## src/rtl/fp_sqrt_pkg.sv

```systemverilog
// Shared types and elaboration helpers for the fixed-point square-root unit.
package fp_sqrt_pkg;

    typedef enum logic [1:0] {
        ST_IDLE = 2'd0,
        ST_COMP = 2'd1,
        ST_DONE = 2'd2
    } state_t;

    // Root bits produced by a plain truncating root of a WIDTH-bit radicand.
    function automatic int calc_iterations(input int width, input int frac_width);
        return (width + frac_width) / 2;
    endfunction

    // Compute cycles needed to resolve 'steps' root bits, 'unroll' per cycle.
    function automatic int calc_cycles(input int steps, input int unroll);
        return (steps + unroll - 1) / unroll;
    endfunction

endpackage

```

## src/rtl/fp_sqrt_step.sv

```systemverilog
// One restoring square-root sub-step: shift two radicand bits into the partial
// remainder, trial-subtract {q,01}, and append the resulting root bit to q.
module fp_sqrt_step #(
    parameter int Q_W = 16
) (
    input  logic [Q_W+1:0] acc_in,
    input  logic [Q_W-1:0] q_in,
    input  logic [1:0]     bits,
    output logic [Q_W+1:0] acc_out,
    output logic [Q_W-1:0] q_out
);
    localparam int ACC_W = Q_W + 2;

    logic [ACC_W-1:0] acc_sh;
    logic [ACC_W:0]   diff;

    // NOTE: every variable here is assigned on every path, so no latch is inferred.
    always_comb begin
        acc_sh = (acc_in << 2) | ACC_W'(bits);
        diff   = {1'b0, acc_sh} - {1'b0, q_in, 2'b01};
        if (diff[ACC_W]) begin
            acc_out = acc_sh;
        end else begin
            acc_out = diff[ACC_W-1:0];
        end
        q_out = Q_W'({q_in, ~diff[ACC_W]});
    end

endmodule

```

## src/rtl/fp_sqrt_unrolled.sv

```systemverilog
// Iterative fixed-point square root resolving UNROLL root bits per clock.
// Define FP_SQRT_ROUND_EN for a guard iteration and a round-half-up result.
module fp_sqrt_unrolled
    import fp_sqrt_pkg::*;
#(
    parameter int WIDTH      = 32,
    parameter int INT_WIDTH  = 16,
    parameter int FRAC_WIDTH = 16,
    parameter int UNROLL     = 1
) (
    input  logic             clk,
    input  logic             reset,
    input  logic             go,
    input  logic [WIDTH-1:0] in,
    output logic [WIDTH-1:0] out,
    output logic [WIDTH:0]   rem,
    output logic             exact,
    output logic             busy,
    output logic             done
);
    localparam int ITERATIONS = calc_iterations(WIDTH, FRAC_WIDTH);
`ifdef FP_SQRT_ROUND_EN
    localparam int STEPS = ITERATIONS + 1;
`else
    localparam int STEPS = ITERATIONS;
`endif
    localparam int Q_W   = STEPS;
    localparam int ACC_W = STEPS + 2;
    localparam int X_W   = 2 * STEPS;
    localparam int REM_W = ITERATIONS + 2;
    localparam int CNT_W = $clog2(STEPS + UNROLL + 1);

    if (WIDTH < 2 || FRAC_WIDTH < 0 || FRAC_WIDTH > WIDTH || INT_WIDTH != WIDTH - FRAC_WIDTH
        || ((WIDTH + FRAC_WIDTH) % 2) != 0 || UNROLL < 1 || UNROLL > ITERATIONS) begin : g_param_check
        $error("fp_sqrt_unrolled: illegal parameter combination");
    end

    state_t           state;
    logic [CNT_W-1:0] cnt;
    logic [CNT_W-1:0] cnt_next;
    logic             last_cycle;
    logic [ACC_W-1:0] acc_q;
    logic [ACC_W-1:0] acc_f;
    logic [Q_W-1:0]   q_q;
    logic [Q_W-1:0]   q_f;
    logic [X_W-1:0]   x_q;
    logic [X_W-1:0]   x_f;

    // Sub-steps past STEPS pass their inputs through, covering a partial last cycle.
    for (genvar i = 0; i < UNROLL; i++) begin : g_step
        logic [ACC_W-1:0] acc_i;
        logic [ACC_W-1:0] acc_s;
        logic [ACC_W-1:0] acc_o;
        logic [Q_W-1:0]   q_i;
        logic [Q_W-1:0]   q_s;
        logic [Q_W-1:0]   q_o;
        logic [X_W-1:0]   x_i;
        logic [X_W-1:0]   x_o;
        logic             active;

        if (i == 0) begin : g_head
            assign acc_i = acc_q;
            assign q_i   = q_q;
            assign x_i   = x_q;
        end else begin : g_link
            assign acc_i = g_step[i-1].acc_o;
            assign q_i   = g_step[i-1].q_o;
            assign x_i   = g_step[i-1].x_o;
        end

        fp_sqrt_step #(.Q_W(Q_W)) u_step (
            .acc_in (acc_i),
            .q_in   (q_i),
            .bits   (x_i[X_W-1 -: 2]),
            .acc_out(acc_s),
            .q_out  (q_s)
        );

        assign active = cnt < CNT_W'(STEPS - i);
        assign acc_o  = active ? acc_s : acc_i;
        assign q_o    = active ? q_s : q_i;
        assign x_o    = active ? (x_i << 2) : x_i;
    end

    assign acc_f      = g_step[UNROLL-1].acc_o;
    assign q_f        = g_step[UNROLL-1].q_o;
    assign x_f        = g_step[UNROLL-1].x_o;
    assign cnt_next   = cnt + CNT_W'(UNROLL);
    assign last_cycle = cnt_next >= CNT_W'(STEPS);

    logic [Q_W-1:0]   out_calc;
    logic [REM_W-1:0] rem_calc;

`ifdef FP_SQRT_ROUND_EN
    logic [ACC_W:0] rem_sum;

    // The guard step subtracted {t,01} only when q[0]=1; undoing it and dividing
    // by four gives the remainder of the truncated root t = q>>1.
    always_comb begin
        rem_sum  = {1'b0, acc_f} + (q_f[0] ? {2'b00, q_f[Q_W-1:1], 2'b01} : '0);
        rem_calc = REM_W'(rem_sum >> 2);
        out_calc = (q_f >> 1) + Q_W'(q_f[0]);
    end
`else
    assign rem_calc = acc_f;
    assign out_calc = q_f;
`endif

    // NOTE: sequential state uses non-blocking assignments so every register
    // samples the values from before the edge, independent of statement order.
    always_ff @(posedge clk or negedge reset) begin
        if (!reset) begin
            state <= ST_IDLE;
            cnt   <= '0;
            acc_q <= '0;
            q_q   <= '0;
            x_q   <= '0;
            out   <= '0;
            rem   <= '0;
            exact <= 1'b0;
        end else begin
            case (state)
                ST_IDLE: begin
                    if (go) begin
                        state <= ST_COMP;
                        cnt   <= '0;
                        acc_q <= '0;
                        q_q   <= '0;
                        x_q   <= X_W'(in) << (X_W - WIDTH);
                    end
                end
                ST_COMP: begin
                    acc_q <= acc_f;
                    q_q   <= q_f;
                    x_q   <= x_f;
                    cnt   <= cnt_next;
                    if (last_cycle) begin
                        state <= ST_DONE;
                        out   <= WIDTH'(out_calc);
                        rem   <= (WIDTH + 1)'(rem_calc);
                        exact <= (rem_calc == '0);
                    end
                end
                ST_DONE: state <= ST_IDLE;
                default: state <= ST_IDLE;
            endcase
        end
    end

    assign busy = (state == ST_COMP);
    assign done = (state == ST_DONE);

endmodule

```

## config.mk

```make
export PLATFORM = sky130hd
export DESIGN_NAME = fp_sqrt_unrolled
export DESIGN_NICKNAME = d
export VERILOG_FILES = /design/src/rtl/fp_sqrt_pkg.sv /design/src/rtl/fp_sqrt_step.sv /design/src/rtl/fp_sqrt_unrolled.sv
export SDC_FILE = /design/constraint.sdc
export NUM_CORES = 1
export LEC_CHECK = 0
export ABC_AREA = 1
export CORE_UTILIZATION = 50
export DETAILED_ROUTE_END_ITERATION = 7
export DONT_BUFFER_PORTS = 1
export PLACE_DENSITY = 0.76
export REMOVE_ABC_BUFFERS = 1
export SYNTH_ARGS = -nofsm -noshare
export SYNTH_HDL_FRONTEND = slang
export SYNTH_HIERARCHICAL = 1
export SYNTH_SLANG_ARGS = --single-unit
```

## constraint.sdc

```tcl
create_clock -name clk -period 3.4 [get_ports clk]
set_input_delay 0.68 -clock clk [delete_from_list [all_inputs] [get_ports clk]]
set_output_delay 0.68 -clock clk [all_outputs]
set_load 0.05 [all_outputs]
```

==> flow_metrics.py <==
metrics = {
    "die": {
        "die_y_um": 135,
        "fp-row-count": 48,
        "die_x_um": 135,
        "die_area_um2": 18200,
        "start_util_pct": 51.1,
        "ios": 103,
        "core_area_um2": 17300,
    },
    "critical_path": {
        "cp_slowest_stage_delay_ps": 520,
        "crit_path_frequent_cell": "nand2_1",
        "worstPathRequired_ps": 3710,
        "cpMaxStageDelayCell": "and2_1",
        "cp-start-kind": "flop",
        "crit_path_max_fanout": 9,
        "path_cells": "inv_1, ha_1, nand2_1, inv_1, a21oi_1, o21ai_2, nand2_2, and2_1, buf_4, nand3_2, nand2_1, nand2_1, o21ai_0, nor2_1, nand2_1, nor2_1, nand3_1, nand2_1",
        "worstSetupEndpointType": "flop",
        "arrival_ps": 3430,
        "critical_path_class": "reg2reg",
    },
    "logic_synthesis": {
        "async_reset_ff_share_pct": 100,
        "synthTopCellsByCount": "397 x nand2_1, 170 x inv_1, 140 x dfrtp_1",
        "synth_most_common_cell": "nand2_1",
        "syn_area_per_cell_um2": 7.27,
        "synth_area_leaders": "dfrtp_1 40%, nand2_1 17%, inv_1 7.2%",
        "synth_area_um2": 8840,
        "ys_warn_count": 6,
        "synth_seq_cells": 140,
        "synth_top_area_share_pct": 39.6,
        "netlist_instances": 1216,
        "synth_edf_count": 0,
        "ys.flop_type": "dfrtp_1",
        "yosysUniqueCellTypes": 40,
        "synth_top_area_cell": "dfrtp_1",
        "ys_seq_area_share_pct": 39.6,
    },
    "grt": {
        "overflow": 0,
        "antenna_found_initial": 0,
        "grt_pass1_wl_mm": 35.9,
        "grt_pass1_vias": 7152,
        "grt_usage_pct": 25.2,
        "grt_max_degree": 141,
    },
    "finish": {
        "stdcell_count": 1408,
        "nets": 1233,
        "fillers": 1634,
        "drive_above_1_share_pct": 6.34,
        "insertedDiodeCount": 0,
        "area_growth_pct": 5.70,
    },
    "sta": {
        "setup-violations-final": 0,
        "fin_crit_ps": 3120,
        "fin_setup_tns_ps": 0,
        "rsz0062_at_grt": "no",
        "slew_headroom_pct": 37.8,
        "final-hold-violation-count": 140,
        "slew_violations": 0,
        "skew_ps": 7.64,
        "clock.fmax_mhz": 320,
        "whs_ps": -45.4,
        "worst_slew_pin_slew_ps": 933,
        "min_period_over_period_pct": 91.8,
    },
    "worst_hold_path": {
        "holdCritPathClass": "in2async",
    },
    "run_status": {
        "status": "complete, but fails checks",
        "violations": "negative hold slack",
    },
    "clock_network": {
        "clock_path_buffers": 2,
        "root_buffer": "clkbuf_16",
        "cts_made_buffers": 17,
        "clk-insertion-delay-late_ps": 420,
        "cts.sinks": 140,
        "postCtsSetupRepairBufs": 0,
        "cts_resized": 0,
        "tritoncts": "yes",
        "clk_pin_slew_ps": 60,
        "htree_levels": 4,
    },
    "flow_run": {
        "maxCapViolations": 0,
    },
    "placed_design": {
        "place_hpwl_mm": 15.3,
        "port_buffers": 0,
        "placedCellCount": 1377,
        "place.gp.congestion": 0.954,
    },
    "detailed_routing": {
        "wl_per_cell_um": 15.4,
        "drtIter0Drc": 544,
        "routed_via_density": 5.32,
        "drt_wl_total_mm": 21.7,
        "firstDrtPassIters": 7,
        "antenna_left": 0,
        "route.detailed.drc": 0,
        "vias": 7488,
    },
}
state kept, by name (all words and copies together), names as in the netlist:
name / cells
acc_q: 26
cnt: 5
exact: 1
g_step.q_i: 24
g_step.x_i: 32
out: 24
rem: 26
state: 2
cells by family after synthesis:
family                   after synthesis  synth area share [%]
AO/OA/AOI/OAI                        184                  11.5
XOR/XNOR                              16                  1.67
adder cells (fa/ha/maj)               27                  3.82
buffers and inverters                262                  13.9
flip-flops                           140                  39.6
multiplexers                          23                  2.60
other                                  1                0.0424
AND/OR/NAND/NOR                      563                  26.8
layout make-up:
| type | instances | area (µm²) | area share, % |
|---|---|---|---|
| Clock buffer | 20 | 447 | 4.78 |
| Clock inverter | 11 | 168 | 1.79 |
| Inverter | 173 | 649 | 6.95 |
| Multi-Input combinational cell | 828 | 4190 | 44.8 |
| Sequential cell | 140 | 3500 | 37.5 |
| Tap cell | 225 | 282 | 3.01 |
| Timing Repair Buffer | 11 | 108 | 1.15 |
placed cells by master (no fill, tap or decap), types with 7 or more instances in the layout:
| cell | count |
|---|---|
| buf_4 | 9 |
| nand4_1 | 7 |
| mux2i_1 | 23 |
| inv_1 | 170 |
| a31oi_1 | 17 |
| dfrtp_1 | 140 |
| conb_1 | 15 |
| clkbuf_16 | 17 |
| ha_1 | 27 |
| nand3_2 | 14 |
| nor2_1 | 59 |
| o22ai_1 | 12 |
| o21ai_0 | 110 |
| a21oi_1 | 15 |
| nand2_1 | 395 |
| o21ai_1 | 9 |
| o211ai_1 | 14 |
| nand3_1 | 68 |
| xor2_1 | 13 |
path summary, 6_finish.rpt:
check,startpoint,endpoint,slack [ps],cells past startpoint
min in group clk,in[16],g_step[0].x_i[32],410,2
worst min register to register,acc_q[25],acc_q[25],490,2
worst max-delay path,g_step[0].q_i[10],exact,280,18
max in group asynchronous,reset,rem[17],3260,0
worst max register to register,g_step[0].q_i[10],exact,280,18
worst min-delay path,reset,g_step[0].x_i[18],-50,0
worst max-delay path, delay by kind of cell (launching register included):
family	cells	cell delay [ps]
and+or+nand+nor	11	1350
AOI/OAI and AO/OA	3	490
buffers and inverters	3	420
DFF	1	400
adders and majority gates	1	330
per-stage QoR:
stage	cell area [µm²]	utilization, %	setup WS, ps	hold WS (ps)
after floorplan	8310	-	-1120	384
after global placement	8730	50.5	391	389
after detailed placement	8730	50.5	370	388
after CTS	9350	54.1	343	-64.2
after global routing	9350	54.1	76.1	-68.4
final	9350	54.1	279	-45.4
metal layers:
layer | GRT usage (%) | part of all wire [%]
met5 | 0 | 0
met4 | 7.68 | 1.7
met3 | 5.78 | 6.9
met2 | 39.8 | 45
met1 | 34.5 | 47
Power is not shown: default switching activity piles up to over one toggle a cycle in this logic, so the estimate is an artifact.
